==> src/rtl/hazard_controller.sv <==
// hazard_controller: operand forwarding, load-use stall and redirect flush
// control for a 5-stage RV32I pipeline, with a small status FSM and
// saturating stall/flush event counters.
module hazard_controller #(
    parameter int CNT_W = 16
) (
    input  logic             clk,
    input  logic             rst,
    input  logic [4:0]       IF_ID_RS1,
    input  logic [4:0]       IF_ID_RS2,
    input  logic [4:0]       ID_EX_RS1,
    input  logic [4:0]       ID_EX_RS2,
    input  logic [4:0]       ID_EX_RD,
    input  logic             ID_EX_regwrite_en,
    input  logic             ID_EX_wb_sel,
    input  logic [4:0]       EX_MEM_RD,
    input  logic             EX_MEM_regwrite_en,
    input  logic             EX_MEM_wb_sel,
    input  logic [4:0]       MEM_WB_RD,
    input  logic             MEM_WB_regwrite_en,
    input  logic             PC_sel,
    output logic [1:0]       forwardAE,
    output logic [1:0]       forwardBE,
    output logic             stall_F,
    output logic             stall_D,
    output logic             flush_D,
    output logic             flush_E,
    output logic             flush_M,
    output logic [1:0]       ctrl_state,
    output logic [CNT_W-1:0] stall_cnt,
    output logic [CNT_W-1:0] flush_cnt
);

    typedef enum logic [1:0] {
        RUN   = 2'b00,
        STALL = 2'b01,
        FLUSH = 2'b10
    } state_t;

    state_t state_reg;
    state_t state_next;

    logic [4:0] ex_rs    [2];
    logic [1:0] fwd_sel  [2];
    logic       mem_fwd_ok;
    logic       wb_fwd_ok;
    logic       load_use;

    assign ex_rs[0] = ID_EX_RS1;
    assign ex_rs[1] = ID_EX_RS2;

    // A load in MEM has no ALU result yet, so it never forwards from MEM.
    assign mem_fwd_ok = EX_MEM_regwrite_en && !EX_MEM_wb_sel && (EX_MEM_RD != 5'd0);
    assign wb_fwd_ok  = MEM_WB_regwrite_en && (MEM_WB_RD != 5'd0);

    // Per-operand forward select; the younger MEM result wins over WB.
    genvar gi;
    generate
        for (gi = 0; gi < 2; gi++) begin : g_fwd
            assign fwd_sel[gi] = rst                                     ? 2'b00 :
                                 (mem_fwd_ok && EX_MEM_RD == ex_rs[gi]) ? 2'b10 :
                                 (wb_fwd_ok  && MEM_WB_RD == ex_rs[gi]) ? 2'b01 :
                                                                          2'b00;
        end
    endgenerate

    assign forwardAE = fwd_sel[0];
    assign forwardBE = fwd_sel[1];

    assign load_use = ID_EX_wb_sel && ID_EX_regwrite_en && (ID_EX_RD != 5'd0) &&
                      ((ID_EX_RD == IF_ID_RS1) || (ID_EX_RD == IF_ID_RS2));

    // Stall/flush actions; a redirect squashes the wrong path and overrides load-use.
    always_comb begin
        stall_F = 1'b0;
        stall_D = 1'b0;
        flush_D = 1'b0;
        flush_E = 1'b0;
        flush_M = 1'b0;
        if (!rst) begin
            if (PC_sel) begin
                flush_D = 1'b1;
                flush_E = 1'b1;
                flush_M = 1'b1;
            end else if (load_use) begin
                stall_F = 1'b1;
                stall_D = 1'b1;
                flush_E = 1'b1;
            end
        end
    end

    // Next state reflects which action this cycle takes.
    always_comb begin
        state_next = RUN;
        if (PC_sel) begin
            state_next = FLUSH;
        end else if (load_use) begin
            state_next = STALL;
        end
    end

    // State register.
    always_ff @(posedge clk) begin
        if (rst) begin
            state_reg <= RUN;
        end else begin
            state_reg <= state_next;
        end
    end

    assign ctrl_state = state_reg;

    // Saturating event counters; stall_D/flush_M already encode the action taken.
    always_ff @(posedge clk) begin
        if (rst) begin
            stall_cnt <= '0;
            flush_cnt <= '0;
        end else begin
            if (stall_D && (stall_cnt != '1)) begin
                stall_cnt <= stall_cnt + CNT_W'(1);
            end
            if (flush_M && (flush_cnt != '1)) begin
                flush_cnt <= flush_cnt + CNT_W'(1);
            end
        end
    end

endmodule

==> config.mk <==
export PLATFORM = sky130hd
export DESIGN_NAME = hazard_controller
export DESIGN_NICKNAME = d
export VERILOG_FILES = /design/src/rtl/hazard_controller.sv
export SDC_FILE = /design/constraint.sdc
export NUM_CORES = 1
export LEC_CHECK = 0
export BUFFER_PORTS_ARGS = -buffer_cell sky130_fd_sc_hd__buf_4
export CAP_MARGIN = 30
export CORE_ASPECT_RATIO = 1.25
export CORE_MARGIN = 2
export CORE_UTILIZATION = 35
export DETAILED_ROUTE_END_ITERATION = 10
export GPL_TIMING_DRIVEN = 1
export SLEW_MARGIN = 10
export SYNTH_ARGS = -nofsm -noshare
export SYNTH_HDL_FRONTEND = slang
export SYNTH_SLANG_ARGS = --single-unit
==> constraint.sdc <==
create_clock -name clk -period 6 [get_ports clk]
set_clock_uncertainty 0.15 [all_clocks]
set_input_delay 0.3 -clock clk [delete_from_list [all_inputs] [get_ports clk]]
set_output_delay 0.3 -clock clk [all_outputs]
set_load 0.03 [all_outputs]
==> results.txt <==
* Source of the critical timing path: stall_cnt[0]$_SDFFE_PP0P_
- Along the worst hold path, the cell count comes to 2.
- Summing all multi-input logic gate instances after layout gives 0.00136 mm2.
* Aggregate routed wire length: approximately 5500 um
- The final route contains 2224 vias.
- Yosys warning total: 0
* Total number of placement rows: 31
* Length of the first detailed-routing pass in iterations: 4
- Critical path data arrival time: 2.62 ns
* DRC violation count after routing: 0
* Count of cells resized by post-cts repair: 0
- The run finished with clean final reports.
- After synthesis, flip-flops and latches occupy 32.0% of the total area.
- Insertion delay of the later-clocked pin in the worst-skew pair: ~0.28 ns
- Worst r2r path cells: 6
- The number of nets handed over by synthesis was a little over 300.
* Top library cells by usage in the layout, fill and taps aside: 86 x buf_4, 34 x dfxtp_1, 24 x nor2_1, 21 x a21oi_1, 19 x xnor2_1
- Actual slew at the worst max-slew pin: 0.889 ns
* Violation count after the first detailed-route iteration: 62
- At the worst endpoint, the required time is around 6.0 ns.
- N_diodes: 0
- Counting the buffers created by CTS gives 5.
- Die area: 0.00672 mm2
- IR analysis of the VDD net gives a maximum drop of ~0.00011 V.
* Critical path, cell by cell: ha_1 > nand4_1 > or3_1 > o211ai_2 > nor2_1 > mux2_2
- The first global-routing pass estimated approximately 9000 um of wire.
* Power consumption: 0.480 mW
- Setup repair after global routing missed its margin: no
* GRT Max-Usage Layer: met2
* Post-DR vias/cell: 5.40
- After technology mapping, the gate count stands at 264.
- CTS clock-pin slew for the worst setup and hold paths: 0.07 ns
- From bottom edge to top edge, the die measures 91.2 um.
* Met1 Usage GRT: 18.7%
* Post-synth EDFFs: 0
* Setup TNS: 0 ns
- Area of all placed cells without fillers: 0.00289 mm2
- Total of flip-flops plus latches after synthesis: 34
* Area grow syn2layout: 36.0%
- Entering global routing, the biggest net connects 41 pins.
- In this run the deepest clock path goes through 2 buffers.
* Fraction of final layout cells with drive strength greater than 1: approximately 30%
- In this run, flip-flops and latches consume roughly 48% of the power.
* Placed standard-cell area: 0.00280 mm2
- In this run the power density over the cells is ~170 mW/mm2.
* Peak per-stage delay on the critical path: between 0.7 and 0.8 ns
- Buffers inserted to repair hold after CTS numbered 0.
* Effective utilization at floorplan: 36.6%
* Psw: around 0.12 mW
- Area of the mapped netlist: 0.00213 mm2
- After synthesis, the share of flip-flops with an asynchronous set or reset is 0%.
- The worst setup path is launched from a flop.
- Final period util: 43.3%
* Total setup violations reported at the end of the flow: 0
- The slowest stage of the critical path belongs to the cell o211ai_2.
* Time the worst path needs with I/O delays and setup: 2.60 ns
- The count of pins over their slew limit is 0.
- The share of total power dissipated in combinational logic is ~16%.
* Total GRT Usage: between 15 and 20%
- The number of setup buffers added after CTS is 0.
- Max_slew headroom: 40.5%
* Met3 Usage GRT: 3.77%
* DP Wirelength: between 4000 and 5000 um
- The number of global-route vias before repair came to 2071.
- Antenna violations before repair: 0
- Clock tree root buffer cell: clkbuf_8
- H-tree depth: 2
- Port buffering added 85 buffers.
- Filler cells: 581
- Crit Path Max Fanout: 25
* Max Clock Freq: 0.385 GHz
* CTS tree: built
* Number of library cell types mapped by synthesis: 38
- End of the worst hold path: ctrl_state[0]$_SDFF_PP0_
- Reg-to-reg endpoint: stall_cnt[1]$_SDFFE_PP0P_
- Hold WC Path Type: in -> reg
* Switching part of the total power: between 20% and 30%
- Internal power comes to 0.357 mW.
* Start-to-end type of the worst setup path: reg -> reg
- The clock network is responsible for 36.6% of the overall power.
- In the global route stage, met2 resource usage came out at around 29%.
- Max-cap violation count: 0
- For this design, the sink count on the clock tree is 34.
* Core Box Area: about 0.0058 mm2
* Remaining antenna violation count: 0
* Net count, final: 390
- Synthesized area divided by synthesized cell count: roughly 8.1 um2
* Flop2flop setup slack: 3.40 ns
- Commonest non-fill, non-tap cell in the layout: buf_4
- Leakage component of the power: 1.15 nW
* Hold path start: PC_sel
- Across the whole layout, storage elements account for roughly 700 um2.
- Worst reg2reg path startpoint: stall_cnt[0]$_SDFFE_PP0P_
* Final GP Congestion: approximately 0.79
* Overflow after GRT: 0
- Main flop type after synthesis: dfxtp_1
- During I/O placement, the number of pins put on the boundary was 86.
- The die is 73.7 um wide.
- Routed WL per cell: 13.2 um
- The number of hold violations in the final report came to 0.
* Type of element capturing the critical path: flop
==> how the worst max path moves through the flow <==
stage,to,slack [ns]
after CTS,stall_cnt[1]$_SDFFE_PP0P_,3.42
after floorplan,forwardBE[0],3.45
after global routing,stall_cnt[1]$_SDFFE_PP0P_,3.16
after detailed placement,stall_cnt[7]$_SDFFE_PP0P_,3.36
after global placement,stall_cnt[9]$_SDFFE_PP0P_,3.45
final,stall_cnt[1]$_SDFFE_PP0P_,3.40
==> cells in the mapped netlist (8+ instances only) <==
library cell	n	area [um2]
nor3_1	9	45.0
nor2_1	24	90.1
o31ai_1	12	90.1
nor4_1	9	56.3
clkbuf_1	8	30.0
dfxtp_1	34	681
nand2_1	17	63.8
xnor2_1	19	166
a21oi_1	21	105
nand3_1	13	65.1
or4_1	12	90.1
inv_1	8	30.0
xor2_1	18	158
==> worst max-delay path: cells and delay by family, from the launching register on <==
family | cells | cell delay, ns
AOI/OAI and AO/OA | 1 | 0.72
and+or+nand+nor | 3 | 0.64
DFF | 1 | 0.43
muxes | 1 | 0.29
adders and majority gates | 1 | 0.25
==> state kept, by name (all words and copies together) (netlist names) <==
| register | cells |
|---|---|
| stall_cnt | 16 |
| ctrl_state | 2 |
| flush_cnt | 16 |
==> stage by stage <==
step	hold slack [ns]	cells	util, %	setup slack [ns]
floorplan	0.375	264	-	3.45
global placement	0.350	404	48.1	3.45
detailed placement	0.351	404	48.1	3.36
CTS	0.100	412	49.7	3.42
global route	0.112	412	49.7	3.16
finish	0.0992	412	49.7	3.40
==> per-layer routing <==
metal / share of wire [%] / vias up
met5: 0 / -
met4: 1.0 / 0
met3: 7.2 / 5
met2: 50 / 74
met1: 42 / 1023
li1: - / 1122
==> power groups by stage <==
stage | registers (mW) | logic, mW | clock network [mW]
final | 0.229 | 0.0753 | 0.176
after global routing | 0.229 | 0.0825 | 0.188
after CTS | 0.229 | 0.0761 | 0.181
after detailed placement | 0.234 | 0.0760 | 0
after global placement | 0.234 | 0.0751 | 0
after floorplan | 0.237 | 0.0350 | 0
==> final cells by class <==
type | count | share of cell area, %
multi-input cells | 210 | 47.0
inverters | 8 | 1.04
clock inverters | 2 | 0.432
repair buffers | 86 | 22.3
flip-flops and latches | 34 | 23.5
clock buffers | 6 | 2.85
well taps | 66 | 2.85
==> cell families (layout without fill, tap and decap cells) <==
group / Yosys count / in the layout / share of synthesized area (%)
AND/OR/NAND/NOR: 121 / 121 / 31.5
AO/OA/AOI/OAI: 43 / 43 / 12.5
multiplexers: 7 / 7 / 3.53
adder cells (fa/ha/maj): 2 / 2 / 1.18
XOR/XNOR: 37 / 37 / 15.2
flip-flops: 34 / 34 / 32.0
buffers and inverters: 20 / 102 / 4.12
Power figures use the tool's default switching activity.
